--- src/rtl/alu_ctrl_pkg.sv ---
`default_nettype none
// ============================================================================
// Module   : alu_ctrl_pkg
// Purpose  : Shared ALU operation codes, opcode-match constants, sequencer
//            state encoding and the combinational decode function used by
//            alu_ctrl_seq.
// Revision : 1.0  initial release
// ============================================================================
package alu_ctrl_pkg;

  localparam logic [3:0] ALU_AND   = 4'b0000;
  localparam logic [3:0] ALU_ORR   = 4'b0001;
  localparam logic [3:0] ALU_ADD   = 4'b0010;
  localparam logic [3:0] ALU_LSL   = 4'b0011;
  localparam logic [3:0] ALU_LSR   = 4'b0100;
  localparam logic [3:0] ALU_SUB   = 4'b0110;
  localparam logic [3:0] ALU_PASSB = 4'b0111;
  localparam logic [3:0] ALU_MUL   = 4'b1000;

  // inst[31:21] patterns for the ops that need the full opcode field
  localparam logic [10:0] OPC_MUL = 11'b10011011000;
  localparam logic [10:0] OPC_LSL = 11'b11010011011;
  localparam logic [10:0] OPC_LSR = 11'b11010011010;

  typedef enum logic [0:0] {
    IDLE = 1'b0,
    BUSY = 1'b1
  } state_t;

  typedef struct packed {
    logic [3:0] code;
    logic       illegal;
    logic       is_mul;
  } dec_t;

  // Priority decode: the first matching row wins. Because alu_op[0]=1 is
  // caught early, every later "1x" row can only see alu_op=10.
  function automatic dec_t decode(input logic [1:0] alu_op, input logic [31:0] inst);
    logic [2:0] f;
    dec_t       d;
    f = {inst[30], inst[29], inst[24]};
    d = '{code: ALU_AND, illegal: 1'b0, is_mul: 1'b0};
    if (alu_op == 2'b00)                                d.code = ALU_ADD;
    else if (alu_op[0])                                 d.code = ALU_PASSB;
    else if (alu_op == 2'b10 && inst[31:21] == OPC_MUL) begin
      d.code   = ALU_MUL;
      d.is_mul = 1'b1;
    end
    else if (alu_op == 2'b10 && inst[31:21] == OPC_LSL) d.code = ALU_LSL;
    else if (alu_op == 2'b10 && inst[31:21] == OPC_LSR) d.code = ALU_LSR;
    else if (alu_op[1] && f == 3'b001)                  d.code = ALU_ADD;
    else if (alu_op[1] && f == 3'b101)                  d.code = ALU_SUB;
    else if (alu_op == 2'b10 && f == 3'b000)            d.code = ALU_AND;
    else if (alu_op[1] && f == 3'b010)                  d.code = ALU_ORR;
    else                                                d.illegal = 1'b1;
    return d;
  endfunction

endpackage
`default_nettype wire

--- src/rtl/alu_ctrl_seq_mul_iter.sv ---
`default_nettype none
// ============================================================================
// Module   : mul_iter
// Purpose  : Iterative shift-add multiplier retiring MUL_STEP multiplier bits
//            per step. Produces the low DATA_W bits of a*b.
// Ports    : clk, rst     clock / async active-high reset
//            start        latch operands, clear accumulator, load counter
//            step         retire MUL_STEP bits this cycle
//            a, b         multiplicand / multiplier
//            done         current step is the last one
//            result       accumulator including the current step's partial
// Revision : 1.0  initial release
// ============================================================================
module mul_iter #(
  parameter int DATA_W   = 64,
  parameter int MUL_STEP = 1
) (
  input  logic              clk,
  input  logic              rst,
  input  logic              start,
  input  logic              step,
  input  logic [DATA_W-1:0] a,
  input  logic [DATA_W-1:0] b,
  output logic              done,
  output logic [DATA_W-1:0] result
);

  localparam int c_steps = DATA_W / MUL_STEP;
  localparam int c_cnt_w = (c_steps > 1) ? $clog2(c_steps) : 1;

  logic [DATA_W-1:0]  r_acc;
  logic [DATA_W-1:0]  r_mcand;
  logic [DATA_W-1:0]  r_mplier;
  logic [c_cnt_w-1:0] r_cnt;
  logic [DATA_W-1:0]  w_pp;

  // Partial product of the shifted multiplicand and the low MUL_STEP
  // multiplier bits; bits shifted past DATA_W are discarded on purpose.
  always_comb begin
    w_pp = '0;
    for (int i = 0; i < MUL_STEP; i++) begin
      if (r_mplier[i]) w_pp = w_pp + (r_mcand << i);
    end
  end

  assign result = r_acc + w_pp;
  assign done   = (r_cnt == '0);

  always_ff @(posedge clk or posedge rst) begin
    if (rst) begin
      r_acc    <= '0;
      r_mcand  <= '0;
      r_mplier <= '0;
      r_cnt    <= '0;
    end else if (start) begin
      r_acc    <= '0;
      r_mcand  <= a;
      r_mplier <= b;
      r_cnt    <= c_cnt_w'(c_steps - 1);
    end else if (step) begin
      r_acc    <= result;
      r_mcand  <= r_mcand << MUL_STEP;
      r_mplier <= r_mplier >> MUL_STEP;
      if (!done) r_cnt <= r_cnt - 1'b1;
    end
  end

endmodule
`default_nettype wire

--- src/rtl/alu_ctrl_seq.sv ---
`default_nettype none
// ============================================================================
// Module   : alu_ctrl_seq
// Purpose  : Handshaked ALU-control decoder with registered outputs, shift
//            and illegal-op decode, and an iterative MUL sequencer.
// Ports    : clk, rst, flush           clock, async reset, sync abort
//            in_valid/in_ready         request handshake
//            alu_op, inst, op_a, op_b  request fields
//            out_valid/out_ready       result handshake
//            alu_code, res_sel, mul_result, shamt, illegal  result fields
// Revision : 1.0  initial release
// ============================================================================
module alu_ctrl_seq
  import alu_ctrl_pkg::*;
#(
  parameter int DATA_W   = 64,
  parameter int MUL_STEP = 1,
  parameter int INST_W   = 32
) (
  input  logic              clk,
  input  logic              rst,
  input  logic              flush,
  input  logic              in_valid,
  output logic              in_ready,
  input  logic [1:0]        alu_op,
  input  logic [INST_W-1:0] inst,
  input  logic [DATA_W-1:0] op_a,
  input  logic [DATA_W-1:0] op_b,
  output logic              out_valid,
  input  logic              out_ready,
  output logic [3:0]        alu_code,
  output logic              res_sel,
  output logic [DATA_W-1:0] mul_result,
  output logic [5:0]        shamt,
  output logic              illegal
);

  state_t            r_state;
  state_t            w_state_nxt;
  dec_t              w_dec;
  logic              w_accept;
  logic              w_start;
  logic              w_step;
  logic              w_done;
  logic [DATA_W-1:0] w_prod;

  assign w_dec    = decode(alu_op, inst[31:0]);
  assign in_ready = (r_state == IDLE) && (!out_valid || out_ready);
  // An accept coinciding with flush is dropped.
  assign w_accept = in_valid && in_ready && !flush;

  mul_iter #(
    .DATA_W   (DATA_W),
    .MUL_STEP (MUL_STEP)
  ) u_mul (
    .clk    (clk),
    .rst    (rst),
    .start  (w_start),
    .step   (w_step),
    .a      (op_a),
    .b      (op_b),
    .done   (w_done),
    .result (w_prod)
  );

  always_ff @(posedge clk or posedge rst) begin
    if (rst) r_state <= IDLE;
    else     r_state <= w_state_nxt;
  end

  always_comb begin
    w_state_nxt = r_state;
    w_start     = 1'b0;
    w_step      = 1'b0;
    case (r_state)
      IDLE: begin
        if (w_accept && w_dec.is_mul) begin
          w_state_nxt = BUSY;
          w_start     = 1'b1;
        end
      end
      BUSY: begin
        w_step = 1'b1;
        if (w_done) w_state_nxt = IDLE;
      end
      default: w_state_nxt = IDLE;
    endcase
    if (flush) begin
      w_state_nxt = IDLE;
      w_start     = 1'b0;
      w_step      = 1'b0;
    end
  end

  // Output register. A MUL accept only happens when the output slot is empty
  // or being drained, so the slot is always free when the product lands.
  always_ff @(posedge clk or posedge rst) begin
    if (rst) begin
      out_valid  <= 1'b0;
      alu_code   <= ALU_AND;
      res_sel    <= 1'b0;
      mul_result <= '0;
      shamt      <= '0;
      illegal    <= 1'b0;
    end else if (flush) begin
      out_valid <= 1'b0;
    end else begin
      if (out_valid && out_ready) out_valid <= 1'b0;
      if (r_state == BUSY && w_done) begin
        // shamt is left at its previous value; it is meaningless for MUL.
        out_valid  <= 1'b1;
        alu_code   <= ALU_MUL;
        res_sel    <= 1'b1;
        mul_result <= w_prod;
        illegal    <= 1'b0;
      end else if (w_accept && !w_dec.is_mul) begin
        out_valid <= 1'b1;
        alu_code  <= w_dec.code;
        res_sel   <= 1'b0;
        shamt     <= inst[15:10];
        illegal   <= w_dec.illegal;
      end
    end
  end

endmodule
`default_nettype wire

--- config.mk ---
export PLATFORM = sky130hd
export DESIGN_NAME = alu_ctrl_seq
export DESIGN_NICKNAME = d
export VERILOG_FILES = /design/src/rtl/alu_ctrl_pkg.sv /design/src/rtl/alu_ctrl_seq_mul_iter.sv /design/src/rtl/alu_ctrl_seq.sv
export SDC_FILE = /design/constraint.sdc
export NUM_CORES = 1
export LEC_CHECK = 0
export ABC_AREA = 1
export CAP_MARGIN = 20
export CORE_MARGIN = 4
export CORE_UTILIZATION = 57
export CTS_BUF_LIST = sky130_fd_sc_hd__clkbuf_4 sky130_fd_sc_hd__clkbuf_8
export DETAILED_ROUTE_END_ITERATION = 16
export GPL_ROUTABILITY_DRIVEN = 0
export PLACE_DENSITY = 0.94
export SLEW_MARGIN = 30
export SYNTH_ARGS = -nofsm -noshare
export SYNTH_HDL_FRONTEND = slang
export SYNTH_SLANG_ARGS = --single-unit
--- constraint.sdc ---
create_clock -name clk -period 10.9 [get_ports clk]
set_clock_uncertainty 0.15 [all_clocks]
set_input_delay 2.18 -clock clk [delete_from_list [all_inputs] [get_ports clk]]
set_output_delay 2.18 -clock clk [all_outputs]
set_load 0.05 [all_outputs]
# ---- Word-level counts from Yosys, hierarchy flattened
# Cells that the tools add are included.
dict set report op_classes {
  bitwise 3
  addsub 2
  mux 47
  n_reduce_logical 28
  n_eq_ne 8
}
# cell n
set op_table {}
lappend op_table {{64-bit 2-to-1 mux} 7}
lappend op_table {{64-bit adder} 1}
lappend op_table {{11-bit == test (second input constant)} 3}
lappend op_table {{1-bit 2-to-1 mux} 25}
lappend op_table {{4-bit 2-to-1 mux} 5}
lappend op_table {{6-bit 2-to-1 mux} 3}
lappend op_table {{1-bit logical AND} 14}
lappend op_table {{3-bit 2-to-1 mux} 4}
lappend op_table {{6-bit zero test} 1}
lappend op_table {{2-bit AND reduction} 3}
lappend op_table {{6-bit by 1-bit subtractor with 6-bit output (second input constant)} 1}
lappend op_table {{2-bit 2-to-1 mux} 2}
lappend op_table {{2-bit nonzero test} 2}
lappend op_table {{4-bit nonzero test} 1}
lappend op_table {{3-bit by 1-bit == test with 1-bit output (second input constant)} 1}
lappend op_table {{3-bit by 2-bit == test with 1-bit output (second input constant)} 1}
lappend op_table {{3-bit == test (second input constant)} 1}
lappend op_table {{1-bit zero test} 3}
lappend op_table {{3-bit zero test} 1}
lappend op_table {{1-bit NOT} 3}
lappend op_table {{3-bit AND reduction} 1}
lappend op_table {{2-bit == test (second input constant)} 1}
lappend op_table {{2-bit zero test} 1}
lappend op_table {{2-bit by 1-bit != test with 1-bit output (second input constant)} 1}
lappend op_table {{2 further kinds} 2}
dict set report word_totals {
  regBits 276
  input_bits 167
  wordCells 99
}

# ---- Logic depth before layout (Yosys ltp)
dict set report depth {
  ltp_word 17
  ltp_mapped 20
  mapped_depth_nobuf 18
}

# ---- Hierarchy
# Synthesis repeated with hierarchy kept, for this count alone.
dict set report hier_totals {
  cells_unflattened 2547
  hier_area_um2 18179.9
}
# mod instances area_per_inst_um2 cells_each
set by_module_without_submodules {}
lappend by_module_without_submodules {mul_iter 1 14712.9 2284}
lappend by_module_without_submodules {alu_ctrl_seq 1 3467.1 263}

# ---- Least setup slack after synthesis
# Ideal clock, no wire load.
dict set report synth_path {
  path_kind {in2out}
  from {input port out_ready}
  to {output port in_ready}
  required_ns 8.570
  path_buffers 0
  arrival_ns 2.632
  stages 4
  setup_slack_ns 5.938
  path_cell_list {inv_1 -> nand2_1 -> nand2_1 -> inv_1}
}
dict set report synth_between {
  elab_chain_cells 2
}
# item line
set synth_lines {}
lappend synth_lines {{from (decl)} alu_ctrl_seq.sv:30} ;# input logic out_ready,
lappend synth_lines {{1-bit logical OR} alu_ctrl_seq.sv:48} ;# assign in_ready = (r_state == IDLE) && (!out_valid || out_ready);
lappend synth_lines {{1-bit logical AND} alu_ctrl_seq.sv:48}
lappend synth_lines {{to (decl)} alu_ctrl_seq.sv:24} ;# output logic in_ready,
# Every way passes these cells.

# ---- Worst setup path in the final report
# Same ends and word-level chain as after synthesis.

==> reports/results.tsv <==
metric	value	unit
status	finished, final reports clean	
grt_use_total	0.319	
synthFlopType	dfrtp_1	
whs_path_depth	2	
syn_area	0.0176	mm²
vias_per_cell	5.65	
end_kind	output pin	
first_iter_violations	1824	
synth_cell_types	35	
synth_mux_area_frac	0.00384	
critPathLaunchType	input port	
ant_nets	0	
place.port_buffers	229	
synth_xor_area_frac	0.0144	
yosys.area_share.simple	0.353	
ir_worst_vdd	113	µV
yosysSeqAreaShare	0.393	
layout-drive-gt1-share	0.0398	
clk_latency	590	ps
syn_to_final_growth	20.1	%
hpwlAfterDp	39900	µm
hp-class	reg2reg	
fmax	165	MHz
min_delay_worst_endpoint	mul_result[53]	
critPathArrivalTime	3740	ps
swShare	0.258	
cts_tree	built	
wl	54500	µm
nNetsFinal	3066	
drc	0	
synth.avg_cell_area	6.68	µm²
dieArea	0.0337	mm²
stdcell_area	0.0211	mm²
synth_cells	2635	
grt_pass1_wl	87900	µm
cts_buffers	45	
pwr-share-clk	0.427	
synth_top_family_by_area	simple AND/OR/NAND/NOR gates	
tightest_slew	904	ps
grt_max_degree	151	
initial_utilization	0.577	
clock_sinks	276	
die_w	184	µm
n_antenna_cell	0	
fillers	2258	
pwr-share-seq	0.475	
power_frac_comb	0.098	
place_inst	3181	
synth_edf_count	0	
clk_path_buf_depth	3	
fin_cells	3262	
p_total	2.26	mW
grt_pass1_vias	17900	
core	0.0305	mm²
final_common_cell	nand2_1	
cts_resized	0	
period_minus_slack	6070	ps
cp.required	8570	ps
power.leakage	12.0	nW
final-setup-viol-count	0	
vias	18400	
die_height	184	µm
boundaryPins	245	
synthArstFlopShare	1.00	
hold_slack	329	ps
clk_pin_slew_worst_paths	60	ps
rsz0062_at_grt	false	
wl_per_cell	16.7	µm
htreeDepth	2	
hold_buffers	0	
r2r_setup_slack	6630	ps
layout_common_cells	nand2_1 (1016), inv_1 (470), nand3_1 (323)	
pre_cts_slack	4380	ps
final_hold_viol_count	0	
synth_warnings	0	
post_cts_buffers	0	
period_share	0.557	
setup_tns	0	ps
p_per_area	107	mW/mm²
drtPass1Iterations	7	
timing.rr.start	r_state	
final_max_slew_viol_count	0	
grt-ovfl-total	0	
ys_ff_latch	276	
critPathMaxFanout	2	
rows	64	
crit_type	in2out	
maxCapViolations	0	
fin_ws	4830	ps
r2r_end	u_mul.r_acc[59]	
grt_antenna_before_repair	1	
syn_nets	2868	
rr_worst_depth	11	
min-delay-start	mul_result[53]	
cell_internal_pwr	1.67	mW
synthAdderAreaFrac	0.0474	
placed_area	0.0201	mm²
utilization	0.693	
relSlewSlack	0.397	
switching_power	0.583	mW
synth_compound_area_frac	0.0651	
root_buffer	clkbuf_8	
==> sequential cells by signal (all words and copies together), names as in the netlist <==
signal / count
mul_result: 64
out_valid: 1
u_mul.r_mplier: 64
r_state: 1
res_sel: 1
illegal: 1
shamt: 6
u_mul.r_cnt: 6
u_mul.r_mcand: 64
alu_code: 4
u_mul.r_acc: 64
==> cells in the mapped netlist, drive strengths merged (22+ instances only) <==
cell / number / area share
a21oi: 42 / 0.012
o221ai: 62 / 0.031
xnor2: 22 / 0.011
nor2: 123 / 0.026
nand3: 323 / 0.092
dfrtp: 276 / 0.39
inv: 475 / 0.10
ha: 65 / 0.046
buf: 35 / 0.010
o21ai: 66 / 0.019
clkbuf: 56 / 0.012
nand2: 1018 / 0.22
==> power by group through the flow <==
stage          Sequential, mW  Combinational, mW  Clock (mW)
2_1_floorplan            1.13             0.0748           0
5_1_grt                  1.07              0.239        1.02
3_5_place_dp             1.09              0.221           0
6_report                 1.07              0.222       0.964
3_3_place_gp             1.09              0.214           0
4_1_cts                  1.07              0.222       0.977
==> worst max-delay path, cell delays in order <==
cell             delay (ps)
clkdlybuf4s50_1         450
inv_1                    30
nand2_1                  90
nand2_1                 120
inv_1                    70
clkdlybuf4s50_1         800
==> layout make-up <==
class,count,area [µm²],share of cell area
flip-flops and latches,276,6910,0.327
clock inverters,10,73.8,0.00349
well taps,396,495,0.0234
repair buffers,242,2430,0.115
inverters,475,1800,0.0850
clock buffers,70,895,0.0423
multi-input cells,1793,8540,0.404
==> per-layer routing <==
metal	wire length, µm	global-route usage	vias up
met2	24800	0.517	1137
li1	-	-	8591
met4	3410	0.173	2
met1	19800	0.397	8439
met3	6460	0.0746	253
met5	13	0	-
==> kinds of logic after synthesis <==
family	Yosys count
compound gates	178
xor+xnor	29
fa+ha+maj	66
buf+inv	566
flops	276
mux	6
simple gates	1514
==> worst max path at each step <==
| stage | startpoint | to | slack (ps) | cells after the start |
|---|---|---|---|---|
| 2_1_floorplan | rst | alu_code[0] | 960 | 1 |
| 3_3_place_gp | flush | u_mul.r_acc[4] | 4520 | 12 |
| 3_5_place_dp | flush | u_mul.r_acc[0] | 4380 | 12 |
| 4_1_cts | out_ready | in_ready | 4820 | 6 |
| 5_1_grt | flush | u_mul.r_acc[29] | 4620 | 12 |
| 6_report | out_ready | in_ready | 4830 | 6 |
(Power assumes the default switching activity.)
